==> src/rtl/vga_layer_pkg.sv <==
// vga_layer_pkg: config word field positions and config FSM states for the layer arbiter
package vga_layer_pkg;
    localparam int CFG_EN_LSB         = 0;
    localparam int CFG_MODE_BIT       = 4;
    localparam int CFG_BG_LSB         = 5;
    localparam int CFG_BLINK_MASK_LSB = 11;
    localparam int CFG_BLINK_PER_LSB  = 15;
    localparam int CFG_BLINK_PER_W    = 6;
    localparam int CFG_USED_W         = 21;
    typedef enum logic {IDLE, PEND} cfg_state_t;
endpackage

==> src/rtl/layer_priority_pick.sv <==
// layer_priority_pick: combinational first-one finder that starts at a given index and wraps
module layer_priority_pick #(
    parameter int N  = 4,
    parameter int IW = $clog2(N)
) (
    input  logic [N-1:0]  eff,
    input  logic [IW-1:0] start,
    output logic          hit,
    output logic [IW-1:0] idx
);
    logic [IW-1:0] k;
    always_comb begin
        hit = |eff;
        idx = '0;
        k   = '0;
        // Walk from the farthest offset down so the nearest set bit overwrites last
        for (int i = N - 1; i >= 0; i--) begin
            k = IW'((int'(start) + i) % N);
            if (eff[k]) idx = k;
        end
    end
endmodule

==> src/rtl/vga_layer_arbiter.sv <==
// vga_layer_arbiter: per-pixel layer compositor with frame-synchronous config updates
module vga_layer_arbiter
    import vga_layer_pkg::*;
#(
    parameter int          NUM_SRC   = 4,
    parameter int          COLOR_W   = 6,
    parameter logic [31:0] RESET_CFG = 32'h0000_000F
) (
    input  logic                       clk,
    input  logic                       rst_n,
    input  logic                       enable,
    input  logic                       cfg_valid,
    input  logic [31:0]                cfg_data,
    output logic                       cfg_ready,
    input  logic                       vs,
    input  logic                       video_active,
    input  logic [NUM_SRC-1:0]         src_pixel,
    input  logic [NUM_SRC*COLOR_W-1:0] src_color,
    output logic [COLOR_W-1:0]         rgb_out,
    output logic                       pix_valid,
    output logic [$clog2(NUM_SRC)-1:0] active_src,
    output logic [7:0]                 frame_count,
    output logic                       cfg_applied
);
    localparam int IW = $clog2(NUM_SRC);

    cfg_state_t                  state;
    logic [CFG_USED_W-1:0]       shadow, pending;
    logic                        vs_d, blink_phase, fb;
    logic [CFG_BLINK_PER_W-1:0]  blink_cnt, blink_per;
    logic [IW-1:0]               rot_ptr;
    logic [NUM_SRC-1:0]          en_mask, blink_mask, eff_s1;
    logic [NUM_SRC*COLOR_W-1:0]  color_s1;
    logic                        va_s1, mode, hit;
    logic [COLOR_W-1:0]          bg;
    logic [IW-1:0]               win;
    logic                        unused_cfg_bits;

    assign unused_cfg_bits = ^cfg_data[31:CFG_USED_W];
    assign fb         = vs_d && !vs;
    assign cfg_ready  = state == IDLE;
    assign en_mask    = shadow[CFG_EN_LSB +: NUM_SRC];
    assign mode       = shadow[CFG_MODE_BIT];
    assign bg         = shadow[CFG_BG_LSB +: COLOR_W];
    assign blink_mask = shadow[CFG_BLINK_MASK_LSB +: NUM_SRC];
    assign blink_per  = shadow[CFG_BLINK_PER_LSB +: CFG_BLINK_PER_W];

    always_ff @(posedge clk or negedge rst_n) begin
        if (!rst_n) begin
            state       <= IDLE;
            shadow      <= RESET_CFG[CFG_USED_W-1:0];
            pending     <= '0;
            vs_d        <= 1'b0;
            blink_phase <= 1'b0;
            blink_cnt   <= '0;
            rot_ptr     <= '0;
            frame_count <= '0;
            cfg_applied <= 1'b0;
        end else if (enable) begin
            vs_d        <= vs;
            cfg_applied <= fb && state == PEND;
            if (state == IDLE && cfg_valid) begin
                pending <= cfg_data[CFG_USED_W-1:0];
                state   <= PEND;
            end
            if (fb) begin
                frame_count <= frame_count + 8'd1;
                if (state == PEND) begin
                    shadow      <= pending;
                    state       <= IDLE;
                    blink_cnt   <= '0;
                    blink_phase <= 1'b0;
                    rot_ptr     <= '0;
                end else begin
                    blink_cnt   <= (blink_per == 0 || blink_cnt >= blink_per - 1'b1) ? '0 : blink_cnt + 1'b1;
                    blink_phase <= blink_per != 0 && (blink_cnt >= blink_per - 1'b1) ? !blink_phase : blink_phase;
                    rot_ptr     <= !mode ? '0 : (rot_ptr == IW'(NUM_SRC - 1)) ? '0 : rot_ptr + 1'b1;
                end
            end
        end
    end

    layer_priority_pick #(.N(NUM_SRC), .IW(IW)) u_pick (
        .eff   (eff_s1),
        .start (mode ? rot_ptr : '0),
        .hit   (hit),
        .idx   (win)
    );

    always_ff @(posedge clk or negedge rst_n) begin
        if (!rst_n) begin
            eff_s1     <= '0;
            color_s1   <= '0;
            va_s1      <= 1'b0;
            rgb_out    <= '0;
            pix_valid  <= 1'b0;
            active_src <= '0;
        end else if (enable) begin
            eff_s1     <= src_pixel & en_mask & ~(blink_mask & {NUM_SRC{blink_phase}});
            color_s1   <= src_color;
            va_s1      <= video_active;
            rgb_out    <= !va_s1 ? '0 : hit ? color_s1[win*COLOR_W +: COLOR_W] : bg;
            pix_valid  <= va_s1;
            active_src <= hit ? win : '0;
        end
    end
endmodule

==> config.mk <==
export PLATFORM = sky130hd
export DESIGN_NAME = vga_layer_arbiter
export DESIGN_NICKNAME = d
export VERILOG_FILES = /design/src/rtl/vga_layer_pkg.sv /design/src/rtl/layer_priority_pick.sv /design/src/rtl/vga_layer_arbiter.sv
export SDC_FILE = /design/constraint.sdc
export NUM_CORES = 1
export LEC_CHECK = 0
export ABC_CLOCK_PERIOD_IN_PS = 5750
export CAP_MARGIN = 20
export CELL_PAD_IN_SITES_DETAIL_PLACEMENT = 1
export CELL_PAD_IN_SITES_GLOBAL_PLACEMENT = 1
export CORE_UTILIZATION = 45
export DETAILED_ROUTE_END_ITERATION = 8
export GPL_TIMING_DRIVEN = 0
export PLACE_DENSITY_LB_ADDON = 0.1
export SLEW_MARGIN = 20
export SYNTH_ARGS = -nofsm -noshare
export SYNTH_HDL_FRONTEND = slang
export SYNTH_HIERARCHICAL = 1
export SYNTH_SLANG_ARGS = --single-unit
==> constraint.sdc <==
create_clock -name clk -period 5.75 [get_ports clk]
set_clock_uncertainty 0.15 [all_clocks]
set_input_delay 0.8625 -clock clk [delete_from_list [all_inputs] [get_ports clk]]
set_output_delay 0.8625 -clock clk [all_outputs]
set_load 0.005 [all_outputs]
==> impl.org, run 1 <==
** Route
- Starting DRT DRC Count :: 30
- Pre-antenna DRT Iters :: 4
- In the routed design, unresolved DRC markers number 0.
- Antenna Violating Nets Remaining :: 0
- Wire length per cell :: roughly 17 µm
- Vias after detailed routing :: slightly below 3000
- Dividing the detail-routed via count by the number of cells gives about 5.3.
- Final routed wirelength across all metal layers :: 9780 µm

** GRT
- The total overflow left after global routing is 0.
- First-pass GRT wire length :: between 15000 and 20000 µm
- Entering global routing, the biggest net connects 72 pins.
- The number of global-route vias before repair was 3263.
- Global routing consumed, on the met3 layer, under 10% of the routing resources.
- The layer flagged by global routing as most heavily used is met2.
- Antenna violations before repair :: 0
- Met1 layer usage reported by global route :: 27.6%
- Fraction of met2 tracks used by global routing :: between 30% and 40%
- Global routing used between 20% and 30% of the available tracks.

** Floorplan
- In this run the count of I/O pins placed on the die edge is 85.
- Row Count :: 35
- After floorplanning, the core was sized to cover ~0.0094 mm².
- Chip Width :: around 100 µm
- For this configuration, the core starts out at a cell density of a little under half.
- The die covers 0.0102 mm².
- The floorplan step set the die height to about 100 µm.

** Setup path
- Element type at the critical path end :: flip-flop
- Walking the worst path, the cells encountered are or3_1, nor3_1, xnor2_1, ha_1, a21oi_1, o21a_1, o2111ai_4, nor4_2, a211o_1.
- Critical path buffer and inverter count :: 0
- Of all nets on the critical path, the largest fanout is 8.
- At the worst endpoint, the arrival time is approximately 2.9 ns.
- Worst R2R End :: blink_cnt[4]
- Worst setup SP type :: flip-flop
- For this run, the slowest stage of the critical path takes 0.45 ns.
- Among cell families on the critical path, the largest total delay comes from simple AND/OR/NAND/NOR gates.
- Cell depth of the worst flop-to-flop path :: 9
- The worst setup path is of the reg2reg kind.
- Startpoint of the worst-slack reg-to-reg timing path :: shadow[17]
- Critical path's slowest cell :: dfrtp_1
- STA puts the critical path data required time at 5.91 ns.
- Setup slack, reg-to-reg :: 3.06 ns

** Min path
- The path class of the tightest hold or removal check is in2async.

** CTS
- The clock passes through at most 2 buffers.
- Postcts setup bufs :: 0
- After clock tree synthesis, the flow added hold-fix buffers numbering 0.
- TritonCTS built the clock tree.
- Cell at the root of the clock tree :: clkbuf_8
- Number of clock sinks seen by CTS :: 100
- Number of buffers created by CTS :: 9
- CTS built an H-tree with a depth of 3.
- Insertion delay to the later sink of the worst-skew pair :: between 0.3 and 0.4 ns
- Clock-pin slew was measured on the worst setup and hold paths at around 0.10 ns.
- Cells resized by post-CTS repair :: 0

** Pwr
- Leak pwr :: about 2.3 nW
- Power consumption :: about 2.3 mW
- The worst-case IR drop observed on VDD is between 0.2 and 0.25 mV.
- Cell internal power was estimated by the tool at around 1.5 mW.
- Gate power share :: 33.3%
- Summed over all nets, the switching power comes to around 770 µW.
- Total power divided by cell area :: between 400 and 500 mW/mm²
- The clock network is responsible for 18.9% of the overall power.
- In this run, flip-flops and latches consume approximately 48% of the power.
- Fraction of power spent switching nets :: 33.4%

** Placed design
- Final Wtd Congestion :: between 0.7 and 0.8
- Hpwl dp :: 7290 µm
- Port bufs :: between 70 and 80

** Synth
- Post-Synthesis Cell Area :: 0.00442 mm²
- After synthesis, the mean cell area works out to 13.0 µm².
- After synthesis, the share of flip-flops with an asynchronous set or reset is 100%.
- Post-Syn Instances :: 340
- Part of the Yosys area used for sequential elements :: 56.7%
- Number of synthesized register bits :: 100
- Net count after synthesis :: 416
- The synthesized design contains 0 enable-type register cells.
- Primary FF master, synth :: dfrtp_1
- For this run, the number of Yosys warnings is 6.
- Yosys mapped the design onto 40 distinct sky130hd cell types.

** Final layout
- Synth-to-Final Area Change :: 25.2%
- The layout has between 900 and 1000 filler cells.
- Multi-input gate area :: 0.00178 mm²
- Register Area :: about 0.0025 mm²
- In the final layout, the share of cells above drive strength 1 is 23.7%.
- Number of antenna cells inserted :: 0
- Total number of nets in the final design :: between 500 and 600

** Timing
- Finish-stage setup viols :: 0
- Final worst-path cycle share :: between 40% and 50%
- Setup repair after global routing left no endpoint under its margin.
- Headroom to the max-slew limit came out at 57.4%.
- The smallest clock period supported by the final layout is computed as between 2 and 3 ns.
- Maximum frequency from static timing analysis :: approximately 0.37 GHz
- Number of max-slew violations in the final report :: 0
- The total count of hold-check failures in the final report is 0.
- Adding up every negative setup slack in the final design gives 0 ns.
- Transition time of the tightest slew-check pin :: 0.639 ns

** Status
- Outcome :: finished, final reports clean

** Run
- Count of maximum capacitance violations :: 0
## through the flow
stage / utilization, % / area [µm²] / hold WS [ns] / worst slack [ns] / std cells
3_3_place_gp: 56.7 / 5310 / 0.318 / -0.124 / 542
2_1_floorplan: - / 4420 / 0.318 / 3.37 / 340
3_5_place_dp: 57.0 / 5340 / 0.339 / 2.75 / 543
6_report: 59.0 / 5530 / 0.202 / 3.06 / 559
4_1_cts: 59.0 / 5530 / 0.200 / 3.01 / 559
5_1_grt: 59.0 / 5530 / 0.204 / 2.85 / 559
## state kept, by name (all words and copies together) (netlist names)
register     count
va_s1            1
frame_count      8
state            1
pix_valid        1
color_s1        24
rgb_out          6
eff_s1           4
rot_ptr          2
shadow          21
pending         21
cfg_applied      1
blink_phase      1
active_src       2
blink_cnt        6
vs_d             1
## cell usage in the layout (no fill, tap or decap), drive strengths merged, types with 6 or more instances in the layout
cell type and instances:
nand3 8, mux2 68, dfrtp 96, mux4 6, clkdlybuf4s50 72, ha 10, clkbuf 15, o22ai 6
a21oi 6, nand4 7, nor2 9, xnor2 8, o21ai 15, nand2 23, inv 24, mux2i 8
buf 10
## power groups by stage
stage	sequential [mW]	combinational [mW]	clock [mW]
floorplan	1.06	0.509	0
global placement	1.09	0.723	0
detailed placement	1.12	0.774	0
CTS	1.10	0.781	0.449
global route	1.13	0.857	0.475
finish	1.10	0.766	0.434
## how the worst max path moves through the flow
stage | slack [ns] | cells after the start | end | startpoint
after floorplan | 3.37 | 9 | blink_cnt[4] | shadow[17]
after global placement | -0.12 | 1 | pending[10] | rst_n
after detailed placement | 2.75 | 5 | rgb_out[1] | enable
after CTS | 3.01 | 8 | rgb_out[5] | shadow[4]
after global routing | 2.85 | 8 | rgb_out[0] | shadow[4]
final | 3.06 | 9 | blink_cnt[4] | shadow[17]
## synth_stat cells (all sizes together), types with 4 or more instances
| master | number | area, µm² |
|---|---|---|
| dfrtp | 96 | 2400 |
| mux2 | 68 | 766 |
| nand2 | 23 | 86.3 |
| inv | 20 | 75.1 |
| o21ai | 15 | 75.1 |
| ha | 10 | 125 |
| nor2 | 9 | 33.8 |
| buf | 8 | 31.3 |
| mux2i | 8 | 80.1 |
| nand3 | 8 | 40.0 |
| xnor2 | 8 | 70.1 |
| nand4 | 7 | 43.8 |
| a21oi | 6 | 30.0 |
| clkbuf | 6 | 22.5 |
| mux4 | 6 | 135 |
| o22ai | 6 | 37.5 |
| dfstp | 4 | 105 |
| nor3 | 4 | 20.0 |
## routing by layer
metal  wire (µm)  vias up
met5           0        -
met4         114        0
met3         300       12
met2        5010       52
met1        4350     1505
li1            -     1368
## layout make-up
type | instances | share of cell area [%]
timing repair buffer | 74 | 13.7
tap | 129 | 2.92
buffer | 14 | 0.973
inverter | 20 | 1.36
multi-input combinational | 206 | 32.2
sequential | 100 | 45.3
clock buffer | 9 | 2.24
clock inverter | 7 | 1.22
## worst register-to-register path: cells and delay by family (launching register included)
kind                       cells  cell delay [ns]
AOI/OAI and AO/OA              4             0.70
DFF                            1             0.45
and+or+nand+nor                3             0.90
adders and majority gates      1             0.28
xor gates and xnor gates       1             0.16
## kinds of logic after synthesis
| family | share of synthesized area [%] |
|---|---|
| AO/OA/AOI/OAI | 5.29 |
| XOR/XNOR | 2.18 |
| adder cells (fa/ha/maj) | 2.83 |
| buffers and inverters | 2.92 |
| flip-flops | 56.7 |
| multiplexers | 22.2 |
| AND/OR/NAND/NOR | 7.84 |
No activity file was read; power rests on OpenSTA's default activity.
==> run 2: changes to the inputs <==
--- a/config.mk
+++ b/config.mk
@@ -5,11 +5,11 @@
 export SDC_FILE = /design/constraint.sdc
 export NUM_CORES = 1
 export LEC_CHECK = 0
-export ABC_CLOCK_PERIOD_IN_PS = 5750
+export ABC_CLOCK_PERIOD_IN_PS = 2700
 export CAP_MARGIN = 20
 export CELL_PAD_IN_SITES_DETAIL_PLACEMENT = 1
 export CELL_PAD_IN_SITES_GLOBAL_PLACEMENT = 1
-export CORE_UTILIZATION = 45
+export CORE_UTILIZATION = 42
 export DETAILED_ROUTE_END_ITERATION = 8
 export GPL_TIMING_DRIVEN = 0
 export PLACE_DENSITY_LB_ADDON = 0.1
==> constraint.sdc (replaced) <==
create_clock -name clk -period 2.7 [get_ports clk]
set_clock_uncertainty 0.15 [all_clocks]
set_input_delay 0.405 -clock clk [delete_from_list [all_inputs] [get_ports clk]]
set_output_delay 0.405 -clock clk [all_outputs]
set_load 0.005 [all_outputs]
==> impl.org, run 2 (same netlist as run 1, synthesis figures left out) <==
** Status
- The run finished with clean final reports.

** Route
- Drt drc :: 0 (unchanged)
- The detail-routed via count per cell is 5.08 (-3.3%).
- Final routed wirelength across all metal layers :: 9150 µm (-6.4%)
- Vias after detailed routing :: 2890 (-1.6%)
- Antenna Violating Nets Remaining :: 0 (unchanged)
- The number of detailed-routing iterations run before antenna repair is 4 (unchanged).
- The violation count after the first detailed-route iteration was 101 (+240%).
- The wire length per cell came to 16.1 µm (-8.1%).

** Final layout
- Max FFs per register :: 24 (unchanged)
- The proportion of layout cells with a drive suffix above 1 came to 24.9% (+1.2 points).
- Leading cell type in the layout, fill and taps excluded :: dfrtp_1
- The core utilization of the finished layout came to 54.5% (-4.5 points).
- Synth-to-Final Area Change :: 26.7%
- Commonest cells after routing, fill and taps aside :: 96 x dfrtp_1, 72 x clkdlybuf4s50_1, 68 x mux2_2
- The post-route non-filler standard cell count was 569 (+1.8%).
- The multi-input combinational cell area came to 0.00181 mm² (+1.7%).
- Number of antenna cells inserted :: 0 (unchanged)
- The total area of sequential cells was 0.00251 mm² (unchanged).
- The number of nets in the layout is 505 (+0.80%).
- Fill cell total of the finished layout :: 1072 (+8.9%)
- Largest reg by FF count :: color_s1
- The largest registers in the layout are color_s1 x24, pending x21, shadow x21.

** GRT
- The number of antenna violations at the first check in global routing came to 0 (unchanged).
- The maximum number of pins on one net before global-route repair was 70 (-2.8%).
- The first-pass GRT wire length is 15400 µm (-7.7%).
- Via count of the first global-routing pass :: 3032 (-7.1%)
- The all-layer global routing usage was 17.9% (-3.7 points).
- Sum of overflow across all layers after global routing :: 0 (unchanged)

** Setup path
- Worst setup path category :: reg2reg
- Element type at the critical path end :: flip-flop
- The largest individual stage delay along the critical path comes from the cell dfrtp_1.
- The worst stage delay on the critical path is 0.43 ns (-0.02 ns).
- STA classifies the critical path startpoint as a flip-flop.
- List of cells traversed by the critical path :: or3_4, nor3_4, xnor2_2, ha_1, nand4_1, o2111ai_4, nor4_2, a211o_1
- The critical path starts at shadow[18].
- Startpoint of the worst-slack reg-to-reg timing path :: shadow[18]
- The arrival time at the worst endpoint was 2.61 ns (-0.25 ns).
- The kind of cell with the highest combined delay along the critical path is simple AND/OR/NAND/NOR gates.
- The maximum fanout count along the critical path was 8 (unchanged).
- Required time at the worst-slack endpoint :: 2.79 ns (-3.12 ns)
- Critical path buffer and inverter count :: 0 (unchanged)

** CTS
- Number of clock sinks seen by CTS :: 100 (unchanged)
- Cell at the root of the clock tree :: clkbuf_8
- Insertion delay to the later sink of the worst-skew pair :: 0.35 ns (-0.02 ns)
- The maximum number of buffers from clock root to sink was 2 (unchanged).
- TritonCTS clock tree :: built
- Number of levels in the clock H-tree :: 3 (unchanged)
- Number of buffers created by CTS :: 9 (unchanged)
- The clock transition at the registers of the reported paths is 0.10 ns (about the same).

** Timing
- Finish-stage setup viols :: 0 (unchanged)
- Unrepaired setup endpoints after global routing :: no
- The final worst-path cycle share was 93.5% (+47 points).
- The top achievable clock speed was 0.396 GHz (+6.7%).
- The max-slew violation count is 0 (unchanged).
- Transition time of the tightest slew-check pin :: 0.622 ns (-0.0173 ns)
- The worst hold margin was 0.334 ns (+0.132 ns).
- Final hold vios :: 0 (unchanged)
- Max_slew headroom :: 58.5% (+1.2 points)
- Final min period :: 2.53 ns (-0.169 ns)

** Min path
- The worst hold path belongs to the class reg2reg.
- The worst hold path begins at frame_count[7].

** Floorplan
- The initial core utilization was 43.0% (-4.2 points).
- Row Count :: 37 (+5.7%)
- Die Y :: 105 µm (+3.4%)
- I/O Pins :: 85 (unchanged)
- The horizontal extent of the die came to 105 µm (+3.4%).
- The die outline area was 0.0109 mm² (+7.0%).
- The standard cell core area came to 0.0103 mm² (+9.7%).

** Placed design
- Hpwl dp :: 6730 µm (-7.6%)
- Placed cells :: 550 (+1.3%)
- The number of port buffers came to 73 (unchanged).
- The final weighted congestion in routability-driven placement came to 0.728 (-0.94%).

** Pwr
- The largest vdd supply drop came to 0.448 mV (+110%).
- Total power divided by cell area :: 881 mW/mm² (+110%)
- Leak pwr :: 2.37 nW (+1.0%)

** Run
- The max-cap violation count was 0 (unchanged).
[run 2: timing repair]
action / 4_1_cts / 5_1_grt
endpoints found under the setup margin: 4 / 7
setup buffers: 0 / 3
resized for setup: 1 / 6
endpoints found under the hold margin: 31 / 0
hold buffers: 1 / 0
pin swaps: 0 / 5
[run 2: area by class of cell]
cell class / count / share of cell area [%]
clock inverter: 5 / 1.07
buffer: 14 / 0.983
clock buffer: 10 / 2.28
timing repair buffer: 78 / 14.1
multi-input combinational: 206 / 32.4
sequential: 100 / 44.8
inverter: 20 / 1.34
tap: 136 / 3.04
[run 2: path summary, 6_finish.rpt]
path	end	slack, ns	depth (start not counted)
max in group asynchronous	shadow[3]	1.37	3
worst min-delay path	frame_count[7]	0.33	1
worst min register to register	frame_count[7]	0.33	1
worst max-delay path	blink_cnt[4]	0.17	8
worst max register to register	blink_cnt[4]	0.17	8
min in group asynchronous	blink_cnt[2]	0.35	2
[run 2: worst reg2reg max path: cells and delay by family, from the launching register on]
kind	cells	cell delay, ns
compound gates	2	0.63
flops	1	0.43
simple gates	4	0.83
fa+ha+maj	1	0.31
xor+xnor	1	0.08
[run 2: report_power, final]
group          total [mW]  internal (mW)  switching (mW)
clock network       0.937          0.430           0.507
logic                1.67          0.951           0.716
registers            2.33           1.99           0.336
[run 2: metrics by stage]
stage | cell area, µm² | TNS (ns) | power, mW | setup WS [ns]
5_1_grt | 5600 | 0 | 5.30 | 0.0116
6_report | 5600 | 0 | 4.93 | 0.175
3_5_place_dp | 5350 | -0.113 | 3.98 | -0.0323
3_3_place_gp | 5320 | -272.71 | 3.87 | -2.79
2_1_floorplan | 4420 | 0 | 3.34 | 0.318
4_1_cts | 5550 | 0 | 4.93 | 0.0261
[run 2: routing by layer]
| metal | global-route usage [%] | part of all wire, % | up-vias |
|---|---|---|---|
| li1 | - | - | 1375 |
| met1 | 25.4 | 49 | 1459 |
| met2 | 28.7 | 48 | 51 |
| met3 | 2.87 | 2.8 | 5 |
| met4 | 5.13 | 0.65 | 0 |
| met5 | 0 | 0 | - |
